[config.mk]
export PLATFORM = sky130hd
export DESIGN_NAME = psk8_frame_scheduler
export DESIGN_NICKNAME = d
export VERILOG_FILES = /design/src/rtl/psk8_pkg.sv /design/src/rtl/psk8_bit_packer.sv /design/src/rtl/psk8_frame_scheduler.sv
export SDC_FILE = /design/constraint.sdc
export NUM_CORES = 1
export LEC_CHECK = 0
export ABC_AREA = 1
export ABC_CLOCK_PERIOD_IN_PS = 1920
export BUFFER_PORTS_ARGS = -buffer_cell sky130_fd_sc_hd__buf_2
export CAP_MARGIN = 40
export CORE_ASPECT_RATIO = 1.4
export CORE_MARGIN = 5
export CORE_UTILIZATION = 39
export DETAILED_ROUTE_END_ITERATION = 8
export PLACE_DENSITY = 0.54
export SYNTH_ARGS = -nofsm -noshare
export SYNTH_HDL_FRONTEND = slang
export SYNTH_SLANG_ARGS = --single-unit
[constraint.sdc]
create_clock -name clk -period 1.92 [get_ports clk]
set_input_delay 0.288 -clock clk [delete_from_list [all_inputs] [get_ports clk]]
set_output_delay 0.288 -clock clk [all_outputs]
set_load 0.02 [all_outputs]
[src/rtl/psk8_pkg.sv]
// Shared types and symbol constants for the 8-PSK frame scheduler.
package psk8_pkg;

  typedef enum logic [1:0] {
    IDLE     = 2'd0,
    PREAMBLE = 2'd1,
    PAYLOAD  = 2'd2
  } sched_state_t;

  // Mapper null code: I=Q=0 between frames and on starved payload slots.
  localparam logic [3:0] PSK8_NULL_SYM = 4'b1000;
  localparam logic [2:0] PSK8_PRE_EVEN = 3'b000;  // 0 deg
  localparam logic [2:0] PSK8_PRE_ODD  = 3'b110;  // 180 deg

  // Wrap a 3-bit Gray symbol into the 4-bit mapper code.
  function automatic logic [3:0] psk8_code(input logic [2:0] s);
    return {1'b0, s};
  endfunction

endpackage

[src/rtl/psk8_bit_packer.sv]
// Byte-to-tribit packer: 11-bit left-aligned accumulator, oldest bit at [10].
module psk8_bit_packer
  import psk8_pkg::*;
(
  input  logic       clk,
  input  logic       rst,
  input  logic       enable,
  input  logic [7:0] in_data,
  input  logic       in_valid,
  output logic       in_ready,
  input  logic       pop,
  output logic [2:0] pop_data,
  output logic       pop_ok,
  input  logic       flush
);

  logic [10:0] acc;
  logic [3:0]  bit_cnt;
  logic        accept;

  // Accept only with room for a full byte; this also makes accept and a
  // successful pop mutually exclusive (bit_cnt < 3 vs bit_cnt >= 3).
  assign in_ready = enable && (bit_cnt < 4'd3);
  assign accept   = in_valid && in_ready;
  assign pop_ok   = (bit_cnt >= 4'd3);
  assign pop_data = acc[10:8];

  // Accumulator update: flush/reset clears, pop shifts out the top 3 bits,
  // an accepted byte lands directly below the bits already held.
  always_ff @(posedge clk) begin
    if (rst || flush) begin
      acc     <= '0;
      bit_cnt <= '0;
    end else if (pop && pop_ok) begin
      acc     <= {acc[7:0], 3'b000};
      bit_cnt <= bit_cnt - 4'd3;
    end else if (accept) begin
      acc     <= acc | ({in_data, 3'b000} >> bit_cnt);
      bit_cnt <= bit_cnt + 4'd8;
    end
  end

endmodule

[src/rtl/psk8_frame_scheduler.sv]
// Frame sequencer: preamble then payload tribits, one symbol every SPS clocks.
module psk8_frame_scheduler
  import psk8_pkg::*;
#(
  parameter int SPS          = 4,
  parameter int PREAMBLE_LEN = 8,
  parameter int FRAME_SYMS   = 64
) (
  input  logic       clk,
  input  logic       rst,
  input  logic       start,
  input  logic       abort,
  input  logic [7:0] in_data,
  input  logic       in_valid,
  output logic       in_ready,
  output logic [3:0] sym_out,
  output logic       sym_valid,
  output logic       busy,
  output logic       frame_done,
  output logic       underflow
);

  localparam int SW   = (SPS > 1) ? $clog2(SPS) : 1;
  localparam int MAXS = (PREAMBLE_LEN > FRAME_SYMS) ? PREAMBLE_LEN : FRAME_SYMS;
  localparam int CW   = $clog2(MAXS + 1);

  sched_state_t  state, state_nxt;
  logic [SW-1:0] sps_cnt, sps_nxt;
  logic [CW-1:0] sym_cnt, cnt_nxt;
  logic [3:0]    sym_nxt, pay_sym;
  logic          vld_nxt, done_nxt, uf_nxt;
  logic          tick, pre_last, pay_last, pop, flush;
  logic [2:0]    pop_data;
  logic          pop_ok;

  assign busy     = (state != IDLE);
  assign tick     = busy && (sps_cnt == SW'(SPS - 1));
  // sym_cnt holds the number of symbols already issued in the current phase.
  assign pre_last = (sym_cnt == CW'(PREAMBLE_LEN));
  assign pay_last = (sym_cnt == CW'(FRAME_SYMS));
  assign pop      = tick && (((state == PREAMBLE) && pre_last) ||
                             ((state == PAYLOAD) && !pay_last));
  assign flush    = abort || (tick && (state == PAYLOAD) && pay_last);
  assign pay_sym  = pop_ok ? psk8_code(pop_data) : PSK8_NULL_SYM;

  psk8_bit_packer u_packer (
    .clk      (clk),
    .rst      (rst),
    .enable   (busy),
    .in_data  (in_data),
    .in_valid (in_valid),
    .in_ready (in_ready),
    .pop      (pop),
    .pop_data (pop_data),
    .pop_ok   (pop_ok),
    .flush    (flush)
  );

  // Next-state and next-output decode. The start cycle itself acts as the
  // first symbol tick, so preamble symbol 0 is registered straight from IDLE
  // and the SPS counter restarts at 0 behind it.
  always_comb begin
    state_nxt = state;
    sps_nxt   = busy ? (tick ? '0 : sps_cnt + 1'b1) : '0;
    cnt_nxt   = sym_cnt;
    sym_nxt   = sym_out;
    vld_nxt   = 1'b0;
    done_nxt  = 1'b0;
    uf_nxt    = 1'b0;
    if (abort) begin
      state_nxt = IDLE;
      sps_nxt   = '0;
      cnt_nxt   = '0;
      sym_nxt   = PSK8_NULL_SYM;
    end else begin
      case (state)
        IDLE: if (start) begin
          state_nxt = PREAMBLE;
          cnt_nxt   = CW'(1);
          sym_nxt   = psk8_code(PSK8_PRE_EVEN);
          vld_nxt   = 1'b1;
        end
        PREAMBLE: if (tick) begin
          vld_nxt = 1'b1;
          if (pre_last) begin
            state_nxt = PAYLOAD;
            cnt_nxt   = CW'(1);
            sym_nxt   = pay_sym;
            uf_nxt    = !pop_ok;
          end else begin
            cnt_nxt = sym_cnt + 1'b1;
            sym_nxt = psk8_code(sym_cnt[0] ? PSK8_PRE_ODD : PSK8_PRE_EVEN);
          end
        end
        PAYLOAD: if (tick) begin
          vld_nxt = 1'b1;
          if (pay_last) begin
            state_nxt = IDLE;
            cnt_nxt   = '0;
            sym_nxt   = PSK8_NULL_SYM;
            done_nxt  = 1'b1;
          end else begin
            cnt_nxt = sym_cnt + 1'b1;
            sym_nxt = pay_sym;
            uf_nxt  = !pop_ok;
          end
        end
        default: state_nxt = IDLE;
      endcase
    end
  end

  // State, counters and registered outputs.
  always_ff @(posedge clk) begin
    if (rst) begin
      state      <= IDLE;
      sps_cnt    <= '0;
      sym_cnt    <= '0;
      sym_out    <= PSK8_NULL_SYM;
      sym_valid  <= 1'b0;
      frame_done <= 1'b0;
      underflow  <= 1'b0;
    end else begin
      state      <= state_nxt;
      sps_cnt    <= sps_nxt;
      sym_cnt    <= cnt_nxt;
      sym_out    <= sym_nxt;
      sym_valid  <= vld_nxt;
      frame_done <= done_nxt;
      underflow  <= uf_nxt;
    end
  end

endmodule

# Word level (Yosys, flattened, before mapping)
# Index checks and enable logic that the tools add are counted.
# W data, S select, Z words.
word_totals:
  register_bits: 33
  in_bits: 13
  out_inout_bits: 9
classes:
  addsub: 4
  magnitude_cmp: 2
  n_eq_ne: 10
  shifts: 1
  mux: 33
  bitwise_logic: 4
  n_reduce_logical: 25
ops:
  columns: ["cell", "count"]
  rows:
  - ["$mux W7", 5]
  - ["$mux W4", 8]
  - ["$mux W11", 2]
  - ["$pmux W7 S3", 1]
  - ["$pmux W4 S3", 1]
  - ["$or A11 B11 Y11", 1]
  - ["$shr A11 B4 Y11", 1]
  - ["$mux W2", 5]
  - ["$ne A2 B2 Y1 const B", 5]
  - ["$logic_and A1 B1 Y1", 9]
  - ["$reduce_or A4 Y1", 2]
  - ["$add A7 B1 Y7 const B", 1]
  - ["$eq A7 B4 Y1 const B", 1]
  - ["$eq A7 B7 Y1 const B", 1]
  - ["$mux W1", 7]
  - ["$pmux W2 S3", 1]
  - ["$reduce_or A2 Y1", 3]
  - ["$reduce_and A5 Y1", 1]
  - ["$add A4 B4 Y4 const B", 1]
  - ["$eq A2 B2 Y1 const B", 2]
  - ["$ge A4 B2 Y1 const B", 1]
  - ["$lt A4 B2 Y1 const B", 1]
  - ["$pmux W1 S2", 2]
  - ["$reduce_and A4 Y1", 1]
  - ["other kinds (10)", 16]

# Longest topological paths before layout
# Gate-level depths: netlist (run 1).
logic_depth:
  word_depth: 7
  ltp_mapped: 13

# Cells and area by module
# From an unflattened synthesis (run 1), not the netlist that was laid out.
hier_totals:
  hier_cells: 321
  area_unflattened_um2: 2128.3
by_module_without_submodules:
  columns: ["module", "instances", "cells_per_inst", "area_each_um2", "seq_area_each_um2"]
  rows:
  - ["psk8_frame_scheduler", 1, 165, 1149.9, 360.3]
  - ["psk8_bit_packer", 1, 156, 978.4, 300.3]

# Worst setup path before layout (run 1)
# OpenSTA, ideal clock, no wires.
synth_path:
  path_kind: "register to register"
  from: "register state[0]"
  to: "register sym_cnt[2]"
  setup_ns: 0.124
  arrival_ns: 1.564
  slack_ns: 0.232
  path_stages_with_launch: 10
  n_path_buf: 1
  period_less_slack_ns: 1.688
  cell_sequence: "dfxtp_1 > inv_1 > ha_1 > inv_2 > nand2_2 > o21ai_2 > nand3b_2 > buf_4 > a21oi_1 > nor2_1"
synth_between:
  elab_chain_cells: 4
synth_lines:
  columns: ["item", "line_no", "rtl"]
  rows:
  - ["start, declared", "psk8_frame_scheduler.sv:27", "sched_state_t state, state_nxt;"]
  - ["start signal, assigned", "psk8_frame_scheduler.sv:124", "state <= state_nxt;"]
  - ["$reduce_bool A2 Y1 (*)", "psk8_frame_scheduler.sv:36", "assign busy = (state != IDLE);"]
  - ["named net busy", "psk8_frame_scheduler.sv:18", "output logic busy,"]
  - ["$logic_and A1 B1 Y1 (*)", "psk8_frame_scheduler.sv:37", "assign tick = busy && (sps_cnt == SW'(SPS - 1));"]
  - ["$ne A2 B2 Y1 (no source line)", null, null]
  - ["$reduce_and A4 Y1 (no source line) (*)", null, null]
  - ["end signal, assigned", "psk8_frame_scheduler.sv:126", "sym_cnt <= cnt_nxt;"]
  - ["end, declared", "psk8_frame_scheduler.sv:29", "logic [CW-1:0] sym_cnt, cnt_nxt;"]
# Mark *: on every way through the listed nets, which the timed path passes. The rest lies on a longest branch.
# A chain may end at the register's enable or synchronous reset.

# Worst setup path after layout (run 1)
layout_path:
  from: "register state[0]"
  to: "register sym_out[0]"
layout_between:
  elab_chain_cells: 4
layout_lines:
  columns: ["item", "line_no", "rtl"]
  rows:
  - ["$reduce_bool A2 Y1", "psk8_frame_scheduler.sv:36", null]
  - ["$logic_and A1 B1 Y1", "psk8_frame_scheduler.sv:37", null]
  - ["$ne A2 B2 Y1 (no source line)", null, null]
  - ["$reduce_and A4 Y1 (no source line)", null, null]
  - ["end signal, assigned", "psk8_frame_scheduler.sv:127", "sym_out <= sym_nxt;"]
  - ["end, declared", "psk8_frame_scheduler.sv:16", "output logic [3:0] sym_out,"]
# Parallel ways exist; a longest one is shown, timed or not.

==> results of run 1 <==
## cell usage in the layout, fill, tap and decap left out, types with 2 or more instances in the layout
cell type,count
clkbuf_8,6
nor2_1,25
xnor2_1,2
nand4_1,4
nand2_1,76
o21ai_1,2
o211ai_1,5
nor2_2,4
dfxtp_1,33
nor3_1,2
inv_2,5
buf_4,13
buf_2,21
inv_1,31
a21oi_1,16
nand3_1,57
a31oi_1,2
nand2_4,2
o21ai_0,9
ha_1,8
nand2_2,4
## worst max-delay path by stage
stage	start	end	cells after the start
after floorplan	state[0]$_SDFFE_PP0P_	sym_cnt[2]$_SDFFE_PP0P_	9
after global placement	state[0]$_SDFFE_PP0P_	u_packer.acc[0]$_SDFFE_PP0P_	8
after detailed placement	state[1]$_SDFFE_PP0P_	u_packer.acc[0]$_SDFFE_PP0P_	8
after CTS	state[0]$_SDFFE_PP0P_	u_packer.acc[0]$_SDFFE_PP0P_	8
after global routing	state[0]$_SDFFE_PP0P_	sym_out[0]$_SDFFE_PP0P_	9
final	state[0]$_SDFFE_PP0P_	sym_out[0]$_SDFFE_PP0P_	9
## registers in the layout, summed over array words and instances (netlist names)
| name | cells |
|---|---|
| frame_done | 1 |
| sps_cnt | 2 |
| state | 2 |
| sym_cnt | 7 |
| sym_out | 4 |
| sym_valid | 1 |
| u_packer.acc | 11 |
| u_packer.bit_cnt | 4 |
| underflow | 1 |
## worst max-delay path: stages (launching register included)
cell	delay, ns
dfxtp_1	0.36
inv_1	0.10
ha_2	0.24
inv_2	0.08
nand2_2	0.08
o21ai_2	0.08
nand3b_2	0.13
nor2_2	0.29
nand4_1	0.16
a21oi_1	0.14
## per-layer routing
metal,track usage [%],share of wire [%],vias up
met5,0,0,-
met4,6.897,2.2,0
met3,2.508,2.1,8
met2,31.21,55,19
met1,16.37,41,912
li1,-,-,1066
## area by class of cell
type	count	area, um^2
repair buffers	34	202.7
clock inverters	2	37.54
well taps	66	82.58
clock buffers	6	82.58
inverters	37	138.9
fillers	574	2768
flip-flops and latches	33	660.6
multi-input cells	228	1186
## power by group through the flow
| stage | Clock [W] | Sequential, W | Combinational (W) |
|---|---|---|---|
| final | 0.000682 | 0.000709 | 0.000296 |
| after global routing | 0.000728 | 0.000711 | 0.000333 |
| after CTS | 0.000700 | 0.000709 | 0.000290 |
| after detailed placement | 0 | 0.000725 | 0.000289 |
| after global placement | 0 | 0.000724 | 0.000288 |
| after floorplan | 0 | 0.000727 | 0.000208 |
## logic make-up (layout without fill, tap and decap cells)
group	after synthesis	in the layout
AOI/OAI and AO/OA	37	37
xor gates and xnor gates	2	2
adders and majority gates	9	9
buffers and inverters	48	79
DFF	33	33
and+or+nand+nor	180	180
## stage by stage
| stage | power, W | std cells | util, % | setup WS [ns] | hold WS, ns |
|---|---|---|---|---|---|
| 2_1_floorplan | 0.0009354 | 309 | - | 0.2319 | 0.3975 |
| 3_3_place_gp | 0.001012 | 398 | 43.66 | 0.1727 | 0.4160 |
| 3_5_place_dp | 0.001014 | 398 | 43.66 | 0.09767 | 0.4134 |
| 4_1_cts | 0.001699 | 406 | 45.99 | 0.07661 | 0.2882 |
| 5_1_grt | 0.001772 | 406 | 46.35 | 0.008482 | 0.3181 |
| 6_report | 0.001687 | 406 | 46.35 | 0.1724 | 0.2932 |
## repair_timing
action | in CTS | in global routing
endpoints found under the setup margin | 0 | 18
hold buffers | 0 | 0
hold endpoints to repair | 0 | 0
gates resized for setup | 0 | 4
==> results.txt, run 1 <==
----------------------------------------------------
[Synthesis]
  Number of enable flip-flop cells after synthesis ... 0
  Synth area leaders ... dfxtp_1 32%, nand3_1 14%, nand2_1 14%
  Post-synthesis adder-cell area fraction ... 5.458%
  Fraction of synthesized cell area taken by the top area cell type ... between 30% and 40%
  Distinct cells, synth ... 31
  Async S/R FF share, synth ... 0%
  Cell taking the most area after synthesis ... dfxtp_1
  Mean instance size in the synthesized netlist ... 6.677 um^2
  Largest family of logic cells by synthesized area ... simple AND/OR/NAND/NOR gates
  Compound-Gate Fraction of Synth Area ... 10.07%
  Net count of the mapped netlist ... approximately 330
  Cell count after synthesis ... between 300 and 400
  Synth Register Bits ... 33
  Most used standard cell by instance count after synthesis ... nand2_1
  Share of the yosys chip area belonging to registers ... between 30% and 40%
  Yosys warns ... 0
  Multiplexer share of the synthesized area ... 0%
  Primary FF master, synth ... dfxtp_1
  Netlist Area Pre-Place ... 2063 um^2
  Synthesized-area fraction occupied by and/or/nand/nor cells ... 40.21%
  Most frequent cells after synthesis ... 76 x nand2_1, 57 x nand3_1, 33 x dfxtp_1
  Synth Area in XOR/XNOR ... less than 1%

[Clock network]
  Register clock-pin slew on the reported worst setup and hold paths ... roughly 0.070 ns
  Number of H-tree levels ... 2
  Clock network latency to the later pin of the worst-skew pair ... 0.29 ns
  CTS tree ... done
  Cell at the root of the clock tree ... clkbuf_8
  Bufs on Longest Clock Path ... 2
  Setup repair bufs after CTS ... 0
  Clock sink total ... 33
  Clock buffers created by TritonCTS ... 5

[Global route]
  Number of global-route vias before repair ... around 1900
  Initial antenna violation count ... 0
  First-pass GRT wire length ... 8597 um
  Aggregate global routing overflow ... 0
  GRT Resource Usage Total ... ~16%
  Pin count of the biggest net entering global routing ... 16

[Timing]
  Transition time at the pin with the least slew margin ... 0.4280 ns
  Period utilization ... 91.02%
  Final hold violation count ... 0
  Max-slew headroom at the worst pin ... 71.36%
  F_max ... 0.5722 GHz
  Setup repair after global routing missed its margin ... no
  Worst-case clock skew ... 0.006548 ns
  Max Slew Vio Count ... 0
  Setup TNS ... 0 ns
  Final critical delay including setup and external delays ... 1.748 ns
  Final-report setup violation count ... 0

[Worst setup path]
  Type of the worst setup path ... register to register
  Reg-to-reg endpoint ... sym_out[0]$_SDFFE_PP0P_
  Launching point of the worst reg2reg path ... state[0]$_SDFFE_PP0P_
  Signal arrival time at the worst endpoint ... 1.97 ns
  Register-to-Register Path Depth ... 9
  Maximum net fanout on the critical path ... 7
  CP endpoint kind ... register
  Type of element launching the critical path ... register
  Required time of the critical path ... 2.14 ns
  Worst-case register-to-register setup slack ... 0.17 ns

[Power]
  Internal power ... between 0.001 and 0.0015 W
  Switching share of power ... 27.52%
  Power density over the cells ... roughly 710 nW/um^2
  Power share of the combinational group ... 17.5%
  Register share of total power ... between 40% and 50%
  Net load switching power ... 0.0004641 W
  Worst voltage drop across the vdd grid ... 0.4466 mV
  Clock network fraction of design power ... 40.4%
  Leakage power figure ... 1.111 nW

[Routing]
  Vias after detailed routing ... roughly 2000
  Wire length after detailed routing ... 5103 um
  Via/cell ratio ... roughly 4.9
  Detailed-routing iteration count for the pre-antenna-repair pass ... 4
  Iteration-0 DRC count of the detailed router ... 60
  Number of routed nets with antenna violations ... 0
  DR DRC count ... 0
  Wire per inst ... 12.57 um

[Floorplan]
  Floorplan die width ... between 70 and 80 um
  Die Ht ... a little under 100 um
  Row count ... 31
  Initial cell density of the core ... about 40%
  Placeable core region ... just over 5000 um^2
  Number of top-level design ports ... 22
  Die area ... 6865 um^2

[Final layout]
  Layout overhead on the synthesized area ... 15.89%
  Final layout net count ... 361
  Number of diodes added for antenna fixing ... 0
  Share of post-route cells with drive strength above 1 ... 18.82%
  Total non-filler cell area in the finished layout ... 2391 um^2

[Placement]
  Weighted congestion reported at the end of routability-driven placement ... 0.8676
  Instance area at placement ... 2252 um^2
  DP Wirelength ... 4096 um
  Buffers added on ports ... 21

[Min path]
  Type of the tightest min-delay check ... input pin to register
  Hold EP ... sym_valid$_SDFF_PP0_
  Worst hold start ... start
  Number of instances on the worst hold path ... 3

[Flow run]
  Maximum Capacitance Violations ... 0

[Run status]
  Run status ... complete, no violations

----------------------------------------------------
No activity file was read; power rests on OpenSTA's default activity.
==> inputs of run 2 (changes only) <==
- GPL_TIMING_DRIVEN: unset -> 0
- RECOVER_POWER: unset -> 100
- SYNTH_HIERARCHICAL: unset -> 1
==> results.txt, run 2 <==
----------------------------------------------------
[Timing]
  Period utilization ... 95.03% (+4.0 points)
  Max Slew Vio Count ... 0 (unchanged)
  Final-report setup violation count ... 0 (unchanged)
  Worst path setup slack after routing ... 0.09539 ns (-0.07705 ns)
  Transition time at the pin with the least slew margin ... 0.3388 ns (-0.08914 ns)
  Fin Hold WS ... 0.2669 ns (-0.02635 ns)
  Max-slew headroom at the worst pin ... 77.41% (+6.0 points)
  Final hold violation count ... 0 (unchanged)
  F_max ... 0.5481 GHz (-4.2%)
  Worst-case clock skew ... 0.008423 ns (+0.001875 ns)
  Final critical delay including setup and external delays ... 1.825 ns (+0.07705 ns)

[Worst setup path]
  Type of the worst setup path ... register to register
  Signal arrival time at the worst endpoint ... 1.99 ns (+0.02 ns)
  Type of element launching the critical path ... register
  Maximum net fanout on the critical path ... 10 (+3)
  CP endpoint kind ... register
  Required time of the critical path ... 2.08 ns (-0.06 ns)

[Final layout]
  Final layout net count ... 377 (+4.4%)
  Most common library cell in the layout ignoring fill and taps ... nand2_1
  Layout overhead on the synthesized area ... 17.75%
  Commonest non-fill, non-tap cells in the layout ... 90 x nand2_1, 36 x nand3_1, 34 x nor2_1, 31 x dfxtp_1, 28 x inv_1
  Share of post-route cells with drive strength above 1 ... 22.75% (+3.9 points)
  Largest Register ... u_packer/acc
  Filler cells ... 593 (+3.3%)
  Leading registers by flop count ... u_packer/acc: 11 flops, sym_cnt: 7 flops
  Number of flip-flops in the largest register ... 11 (unchanged)
  Area of all sequential standard cells ... 668.1 um^2 (+1.1%)
  Area of the multi-input gates ... 1309 um^2 (+10%)
  Number of diodes added for antenna fixing ... 0 (unchanged)

[Placement]
  Post-Place Worst Slack ... -0.2649 ns (-0.3626 ns)
  DP Wirelength ... 4271 um (+4.3%)
  Weighted congestion reported at the end of routability-driven placement ... 0.8869 (+2.2%)
  Buffers added on ports ... 21 (unchanged)

[Synthesis]
  Net count of the mapped netlist ... 343 (+3.6%)
  Distinct cells, synth ... 33 (+6.5%)
  Synth Register Bits ... 33 (unchanged)
  Share of the yosys chip area belonging to registers ... 31.04% (-0.98 points)
  Mean instance size in the synthesized netlist ... 6.630 um^2 (-0.70%)
  Yosys warns ... 6 (+6)
  Cell count after synthesis ... 321 (+3.9%)
  Most used standard cell by instance count after synthesis ... nand2_1
  Synth area leaders ... dfxtp_1 31%, nand2_1 16%, nand3_1 8.7%
  Netlist Area Pre-Place ... 2128 um^2 (+3.2%)
  Cell taking the most area after synthesis ... dfxtp_1
  Fraction of synthesized cell area taken by the top area cell type ... 31.04% (-0.98 points)
  Async S/R FF share, synth ... 0% (unchanged)
  Primary FF master, synth ... dfxtp_1
  Number of enable flip-flop cells after synthesis ... 0 (unchanged)
  Most frequent cells after synthesis ... 92 x nand2_1, 37 x nand3_1, 35 x nor2_1

[Global route]
  Initial antenna violation count ... 0 (unchanged)
  First-pass GRT wire length ... 8942 um (+4.0%)
  Pin count of the biggest net entering global routing ... 11 (-5)
  GRT Resource Usage Total ... 15.95% (+0.022 points)
  Aggregate global routing overflow ... 0 (unchanged)
  Number of global-route vias before repair ... 1971 (+2.9%)

[Routing]
  Via/cell ratio ... 4.889 (-1.0%)
  Met1 Wirelength ... 2143 um (+2.6%)
  Wire per inst ... 13.01 um (+3.5%)
  Iteration-0 DRC count of the detailed router ... 88 (+47%)
  Wire length after detailed routing ... 5491 um (+7.6%)
  Wire length on met2 ... 3048 um (+9.1%)
  Detailed-routing iteration count for the pre-antenna-repair pass ... 4 (unchanged)
  Number of routed nets with antenna violations ... 0 (unchanged)
  Top sig layer ... met4
  Routed wl met3 ... 142 um (+33%)
  DR DRC count ... 0 (unchanged)
  Vias after detailed routing ... 2063 (+2.9%)

[Floorplan]
  Placeable core region ... 5236 um^2 (+1.5%)
  Row count ... 31 (unchanged)
  Floorplan die width ... 72.44 um (+1.4%)
  Initial cell density of the core ... 40.65% (+0.65 points)
  Number of top-level design ports ... 22 (unchanged)
  Die Ht ... 97.41 um (+1.4%)
  Die area ... 7056 um^2 (+2.8%)

[Clock network]
  Cell at the root of the clock tree ... clkbuf_8
  CTS tree ... done
  Clock network latency to the later pin of the worst-skew pair ... 0.28 ns (about the same)
  Clock sink total ... 33 (unchanged)
  Number of H-tree levels ... 2 (unchanged)
  Bufs on Longest Clock Path ... 2 (unchanged)
  Post-CTS Hold Fix Bufs ... 0 (unchanged)
  Register clock-pin slew on the reported worst setup and hold paths ... 0.07 ns (about the same)
  Clock buffers created by TritonCTS ... 5 (unchanged)

[Min path]
  Type of the tightest min-delay check ... input pin to register

[Flow run]
  Maximum Capacitance Violations ... 0 (unchanged)

[Power]
  Post-layout power ... 0.001530 W (-9.3%)
  Worst voltage drop across the vdd grid ... 0.4360 mV (-2.4%)
  Leakage power figure ... 1.133 nW (+2.0%)
  Power density over the cells ... 610.6 nW/um^2 (-13%)

[Run status]
  Run status ... complete, no violations

----------------------------------------------------
run 2: changes by cell type in the layout (fill, tap and decap cells not counted), sizes merged, moves of 3 or more:
cell / before / now
o21ai: 12 / 9
o211ai: 5 / 0
nand2: 82 / 104
clkinv: 1 / 5
a31oi: 2 / 5
clkbuf: 6 / 16
nor2: 31 / 42
nand3: 57 / 40
buf: 34 / 25
run 2: stage by stage:
stage               util, %  setup TNS, ns  cell area [um^2]  cells
floorplan                 -              0              2128    321
global placement      44.23         -2.616              2316    408
global route          47.86       -0.05328              2506    422
detailed placement    44.23         -3.020              2316    408
finish                47.86              0              2506    422
CTS                   46.38              0              2429    416
run 2: per-layer routing:
metal  up-vias  track usage (%)
met5         -                0
met4         0            6.534
met3        15            2.484
met2        42            30.11
met1       910            16.89
li1       1096                -
run 2: where the power goes:
| group | internal (W) | leakage [nW] | switching [W] |
|---|---|---|---|
| clock | 0.000251 | 0.0450 | 0.000256 |
| sequential | 0.000699 | 0.268 | 0.0000112 |
| combinational | 0.000105 | 0.820 | 0.000208 |
| total | 0.00105 | 1.13 | 0.000476 |
run 2: repair_timing:
action	CTS	global route
buffers inserted	0	6
endpoints found under the setup margin	15	22
endpoints found under the hold margin	0	0
pin swaps	0	7
gates resized for setup	7	22
run 2: cell type report:
cell class              instances  share of cell area (%)
well taps                      66                   3.295
plain buffers                   8                   2.396
flip-flops and latches         33                   26.66
clock buffers                   6                   2.896
inverters                      41                   6.540
clock inverters                 2                  0.3994
repair buffers                 27                   5.592
multi-input cells             239                   52.22
run 2: cells by family after synthesis:
| group | share of synthesized area [%] |
|---|---|
| simple gates | 43.39 |
| xor+xnor | 0.4116 |
| compound gates | 9.525 |
| buf+inv | 10.35 |
| flops | 31.04 |
| fa+ha+maj | 5.291 |
run 2: worst paths after layout:
path	from	slack, ns	cells past startpoint	endpoint
max	sym_cnt[1]$_SDFFE_PP0P_	0.1	12	u_packer/bit_cnt[0]$_SDFFE_PP0P_
min	start	0.27	3	sym_valid$_SDFF_PP0_
max reg2reg	sym_cnt[1]$_SDFFE_PP0P_	0.1	12	u_packer/bit_cnt[0]$_SDFFE_PP0P_
min reg2reg	sps_cnt[0]$_SDFF_PP0_	0.42	1	sps_cnt[0]$_SDFF_PP0_
run 2: worst max-delay path, cell delays in order, from the launching register on:
cell and delay, ns:
dfxtp_4 0.37, inv_2 0.06, ha_4 0.12, inv_2 0.04, nor2_4 0.14, nand3_4 0.10, nor2_4 0.15, inv_4 0.05
a21oi_4 0.20, nand2_4 0.13, buf_8 0.17, o21ai_1 0.12, a21oi_1 0.05
